$ cat config.mk
export PLATFORM = sky130hd
export DESIGN_NAME = fetch_unit
export DESIGN_NICKNAME = d
export VERILOG_FILES = /design/src/rtl/fetch_pkg.sv /design/src/rtl/fetch_unit_if_id_reg.sv /design/src/rtl/fetch_unit.sv
export SDC_FILE = /design/constraint.sdc
export NUM_CORES = 1
export LEC_CHECK = 0
export CORE_ASPECT_RATIO = 1.25
export CORE_MARGIN = 2
export CORE_UTILIZATION = 45
export CTS_CLUSTER_SIZE = 25
export DETAILED_ROUTE_END_ITERATION = 12
export PLACE_DENSITY = 0.79
export SLEW_MARGIN = 0
export SYNTH_ARGS = -nofsm -noshare
export SYNTH_HDL_FRONTEND = slang
export SYNTH_HIERARCHICAL = 1
export SYNTH_SLANG_ARGS = --single-unit
$ cat constraint.sdc
create_clock -name clk -period 3.32 [get_ports clk]
set_input_delay 0.664 -clock clk [delete_from_list [all_inputs] [get_ports clk]]
set_output_delay 0.664 -clock clk [all_outputs]
set_load 0.02 [all_outputs]
$ cat src/rtl/fetch_pkg.sv
// Shared types and constants for the instruction-fetch stage.
package fetch_pkg;

    typedef enum logic [1:0] {
        RUN   = 2'd0,
        HALT  = 2'd1,
        FAULT = 2'd2
    } fetch_state_e;

    localparam logic [31:0] NOP_INSTR  = 32'h0000_0000;
    localparam logic [31:0] HALT_INSTR = 32'hEAFF_FFFE;

    typedef struct packed {
        logic [31:0] instr;
        logic [31:0] pc_plus8;
        logic        valid;
    } if_id_t;

    localparam if_id_t IF_ID_BUBBLE = '{
        instr:    NOP_INSTR,
        pc_plus8: 32'h0,
        valid:    1'b0
    };

endpackage

$ cat src/rtl/fetch_unit_if_id_reg.sv
// IF/ID pipeline register with flush (bubble) and stall (hold) control.
module if_id_reg
    import fetch_pkg::*;
(
    input  logic   clk,
    input  logic   rst,
    input  logic   stall,
    input  logic   flush,
    input  if_id_t d,
    output if_id_t q
);

    always_ff @(posedge clk) begin
        if (rst || flush) begin
            q <= IF_ID_BUBBLE;
        end else if (!stall) begin
            q <= d;
        end
    end

endmodule

$ cat src/rtl/fetch_unit.sv
// Fetch stage: PC, next-PC selection, range check, halt/fault FSM.
module fetch_unit
    import fetch_pkg::*;
#(
    parameter logic [31:0] RESET_PC   = 32'h0000_0000,
    parameter int          IMEM_WORDS = 64,
    parameter logic [31:0] HALT_WORD  = HALT_INSTR
) (
    input  logic        clk,
    input  logic        rst,
    input  logic        stall_f,
    input  logic        stall_d,
    input  logic        flush_d,
    input  logic        branch_taken_e,
    input  logic [31:0] branch_target_e,
    output logic [31:0] imem_addr,
    input  logic [31:0] imem_instr,
    output logic [31:0] pc_f,
    output logic [31:0] instr_d,
    output logic [31:0] pc_plus8_d,
    output logic        valid_d,
    output logic        halted,
    output logic        fault
);

    localparam logic [31:0] LIMIT = 32'(IMEM_WORDS * 4);

    fetch_state_e state;
    logic [31:0]  pc_plus4;
    logic         target_bad;
    logic         seq_bad;
    logic         halt_seen;
    if_id_t       if_id_d;
    if_id_t       if_id_q;

    assign imem_addr  = pc_f;
    assign pc_plus4   = pc_f + 32'd4;
    assign target_bad = (branch_target_e[1:0] != 2'b00)
                     || (branch_target_e >= LIMIT);
    assign seq_bad    = pc_plus4 >= LIMIT;
    assign halt_seen  = !stall_d && !flush_d
                     && (imem_instr == HALT_WORD);

    always_comb begin
        if_id_d = IF_ID_BUBBLE;
        if (state == RUN) begin
            if_id_d.instr    = imem_instr;
            if_id_d.pc_plus8 = pc_f + 32'd8;
            if_id_d.valid    = 1'b1;
        end
    end

    // Redirect outranks halt detection: a halt on the redirected-from path is squashed.
    always_ff @(posedge clk) begin
        if (rst) begin
            state  <= RUN;
            pc_f   <= RESET_PC;
            halted <= 1'b0;
            fault  <= 1'b0;
        end else begin
            unique case (state)
                RUN: begin
                    if (branch_taken_e) begin
                        if (target_bad) begin
                            state <= FAULT;
                            fault <= 1'b1;
                        end else begin
                            pc_f <= branch_target_e;
                        end
                    end else if (halt_seen) begin
                        state  <= HALT;
                        halted <= 1'b1;
                    end else if (!stall_f) begin
                        if (seq_bad) begin
                            state <= FAULT;
                            fault <= 1'b1;
                        end else begin
                            pc_f <= pc_plus4;
                        end
                    end
                end
                HALT: begin
                    if (branch_taken_e) begin
                        halted <= 1'b0;
                        if (target_bad) begin
                            state <= FAULT;
                            fault <= 1'b1;
                        end else begin
                            state <= RUN;
                            pc_f  <= branch_target_e;
                        end
                    end
                end
                FAULT: begin
                    state <= FAULT;
                end
                default: begin
                    state  <= FAULT;
                    halted <= 1'b0;
                    fault  <= 1'b1;
                end
            endcase
        end
    end

    if_id_reg u_if_id (
        .clk   (clk),
        .rst   (rst),
        .stall (stall_d),
        .flush (flush_d),
        .d     (if_id_d),
        .q     (if_id_q)
    );

    assign instr_d    = if_id_q.instr;
    assign pc_plus8_d = if_id_q.pc_plus8;
    assign valid_d    = if_id_q.valid;

endmodule

==> impl_metrics.tcl <==
set metrics [dict create \
    status "finished, final reports clean" \
    required_ns 3.56 \
    path_delay_family "simple AND/OR/NAND/NOR gates" \
    maxCapViolCount 0 \
    grt_max_degree 66 \
    io_pins 201 \
    irDropWorstVdd_v 0.000237 \
    synth_warnings 6 \
    finalSetupTns_ns 0 \
    grt_pass1_wl_mm 24.7 \
    finalNetCount 873 \
    cp_max_fo 24 \
    post_cts_buffers 0 \
    critPathMaxStageDelay_ns 0.58 \
    syn_avg_cell_area_sq_um 8.59 \
    slew-limit-headroom_pct 26.9 \
    critPathArrivalTime_ns 3.22 \
    routed_via_density 5.33 \
    drv_slew 0 \
    portBuffers 200 \
    worst_path_max_delay_cell "dfxtp_1" \
    tightestPinTransition_ns 1.10 \
    start_kind "register" \
    dp.cells 954 \
    finalHoldViolCount 0 \
    dr_wl_met2_mm 7.79 \
    cts_buffer_depth 2 \
    htreeDepth 3 \
    rsz0062_at_grt "false" \
    cellInternalPower_mw 1.99 \
    yosysSeqAreaShare_pct 36.4 \
    synthCells 646 \
    dieWidth_microns 103 \
    antenna_found_initial 0 \
    skew_ns 0.00554 \
    grt_pass1_vias 4986 \
    vias 5171 \
    cts_tree "built" \
    drt_iter0_drc 217 \
    syn_nets 718 \
    netlist_area_sq_um 5550 \
    critPathKind "reg2reg" \
    path_buf_inv 0 \
    layout_common_cells "199 x clkdlybuf4s50_1, 115 x nor2_1, 101 x dfxtp_1" \
    dp_hpwl_mm 11.8 \
    rows 45 \
    leakagePower_nw 2.88 \
    p_comb_share_pct 12.6 \
    min_from "u_if_id/q[0]" \
    synthArstFlopShare_pct 0 \
    clkPwrFrac_pct 40.3 \
    end_kind "register" \
    finalSetupViolCount 0 \
    die_area_sq_um 13200 \
    power.density_nw_per_um2 342 \
    die_h_microns 128 \
    fmax_mhz 336 \
    layout-drive-gt1-share_pct 6.45 \
    crit_path_start "imem_addr[27]" \
    grt_overflow_total 0 \
    highest_layer "met4" \
    initial_core_util_pct 45.8 \
    ys_types 59 \
    utilization_pct 63.5 \
    antenna_left 0 \
    holdBufCountCts 0 \
    worstPathCellList "nand4_1 > nor4_1 > a21boi_0 > a211oi_1 > nand4_4 > o31ai_4 > nor2_2 > and2_1" \
    fin_ws_ns 0.340 \
    drc_errors 0 \
    yosys_most_used_dff "dfxtp_1" \
    switching_share_pct 24.3 \
    dp_slack_ns 0.0178 \
    fillers 1063 \
    finalCriticalPeriod_ns 2.98 \
    core_area_sq_um 12100 \
    seqPwrFrac_pct 47.1 \
    finalCritPeriodShare_pct 89.8 \
    diodes 0 \
    synthToLayoutAreaGrowth_pct 38.6 \
    clkLatencyLatePin_ns 0.34 \
    totalWireLength_mm 15.7 \
    wl_per_cell_microns 16.2 \
    synth_seq_cells 101 \
    cts_num_sinks 101 \
    rr_startpoint "imem_addr[27]" \
    synth_edf_count 0 \
    routabilityCongestion 0.958 \
    cts.reportedPaths.clkPinSlew_ns 0.07 \
    layout_commonest_cell "clkdlybuf4s50_1" \
    grt_usage_pct 23.3 \
    m1WireLength_mm 6.55 \
    final_cells 970 \
    power_mw 2.63 \
    cts-root-buf "clkbuf_16" \
    met3_length_mm 1.08 \
    power.switching_uw 640 \
    cts.repair.resized 0 \
    hp-class "reg2reg" \
    cts_buffers 9 \
    dr.pass1.iters 5 \
]
==> registers in the layout, indices dropped and copies added, names as in the netlist <==
register and cells:
fault 1, state 2, imem_addr 32, halted 1, u_if_id/q 65
==> synthesized netlist by cell type (all sizes together) (3+ instances only) <==
cell	count	area share (%)
xnor2	17	2.7
buf	66	8.8
a31oi	3	0.34
mux2i	65	12
nor3	20	2.1
nand2	18	1.2
nor2	116	7.9
nand4b	3	0.47
o21ai	17	1.5
a21oi	10	0.90
nor4	10	1.2
or3	11	1.2
xor2	14	2.2
nand4	24	3.2
and2	62	7.0
and3	7	0.79
clkbuf	10	0.68
o211ai	3	0.41
inv	7	0.47
or4	3	0.47
dfxtp	101	36
or2	5	0.56
a31o	3	0.47
nand3	15	1.4
and4	7	1.1
==> area by class of cell <==
cell class / count / area, sq um / share of cell area [%]
timing repair buffer: 220 / 2160 / 28.1
multi-input combinational: 462 / 2980 / 38.7
sequential: 101 / 2020 / 26.3
tap: 164 / 205 / 2.67
clock buffer: 10 / 229 / 2.98
inverter: 7 / 26.3 / 0.342
clock inverter: 6 / 70.1 / 0.911
==> cells by family (layout without fill, tap and decap cells) <==
logic type               Yosys count  after routing  synth area share [%]
AO/OA/AOI/OAI                     56             56                  6.95
XOR/XNOR                          31             31                  4.89
adder cells (fa/ha/maj)            2              2                 0.451
buffers and inverters             83            243                  9.94
flip-flops                       101            101                  36.4
multiplexers                      65             65                  11.7
AND/OR/NAND/NOR                  308            308                  29.6
==> metrics by stage <==
step | hold WS (ns) | cell area (sq um)
floorplan | 0.578 | 5550
global placement | 0.475 | 7390
detailed placement | 0.483 | 7390
CTS | 0.500 | 7690
global route | 0.524 | 7690
finish | 0.496 | 7690
==> worst reg2reg max path, cell delays in order, from the launching register on <==
cell,delay [ns]
dfxtp_1,0.58
nand4_1,0.28
nor4_1,0.51
a21boi_0,0.15
a211oi_1,0.34
nand4_4,0.20
o31ai_4,0.38
nor2_2,0.20
and2_1,0.23
==> power by group through the flow <==
stage	clock (mW)	combinational, mW	sequential [mW]
after global routing	1.13	0.355	1.24
after detailed placement	0	0.329	1.27
after global placement	0	0.325	1.27
after CTS	1.08	0.331	1.24
after floorplan	0	0.157	1.29
final	1.06	0.331	1.24
==> final timing paths <==
path / cells past startpoint / to / slack [ns]
hold reg to reg: 2 / u_if_id/q[0] / 0.50
setup reg to reg: 8 / imem_addr[29] / 0.34
hold / removal: 2 / u_if_id/q[0] / 0.50
setup / recovery: 8 / imem_addr[29] / 0.34
==> metal layers <==
layer  track usage, %  vias up
met5                0        -
met4             8.90        0
met3             3.33       29
met2             40.3      222
met1             28.8     2403
li1                 -     2517
(Power assumes the default switching activity.)
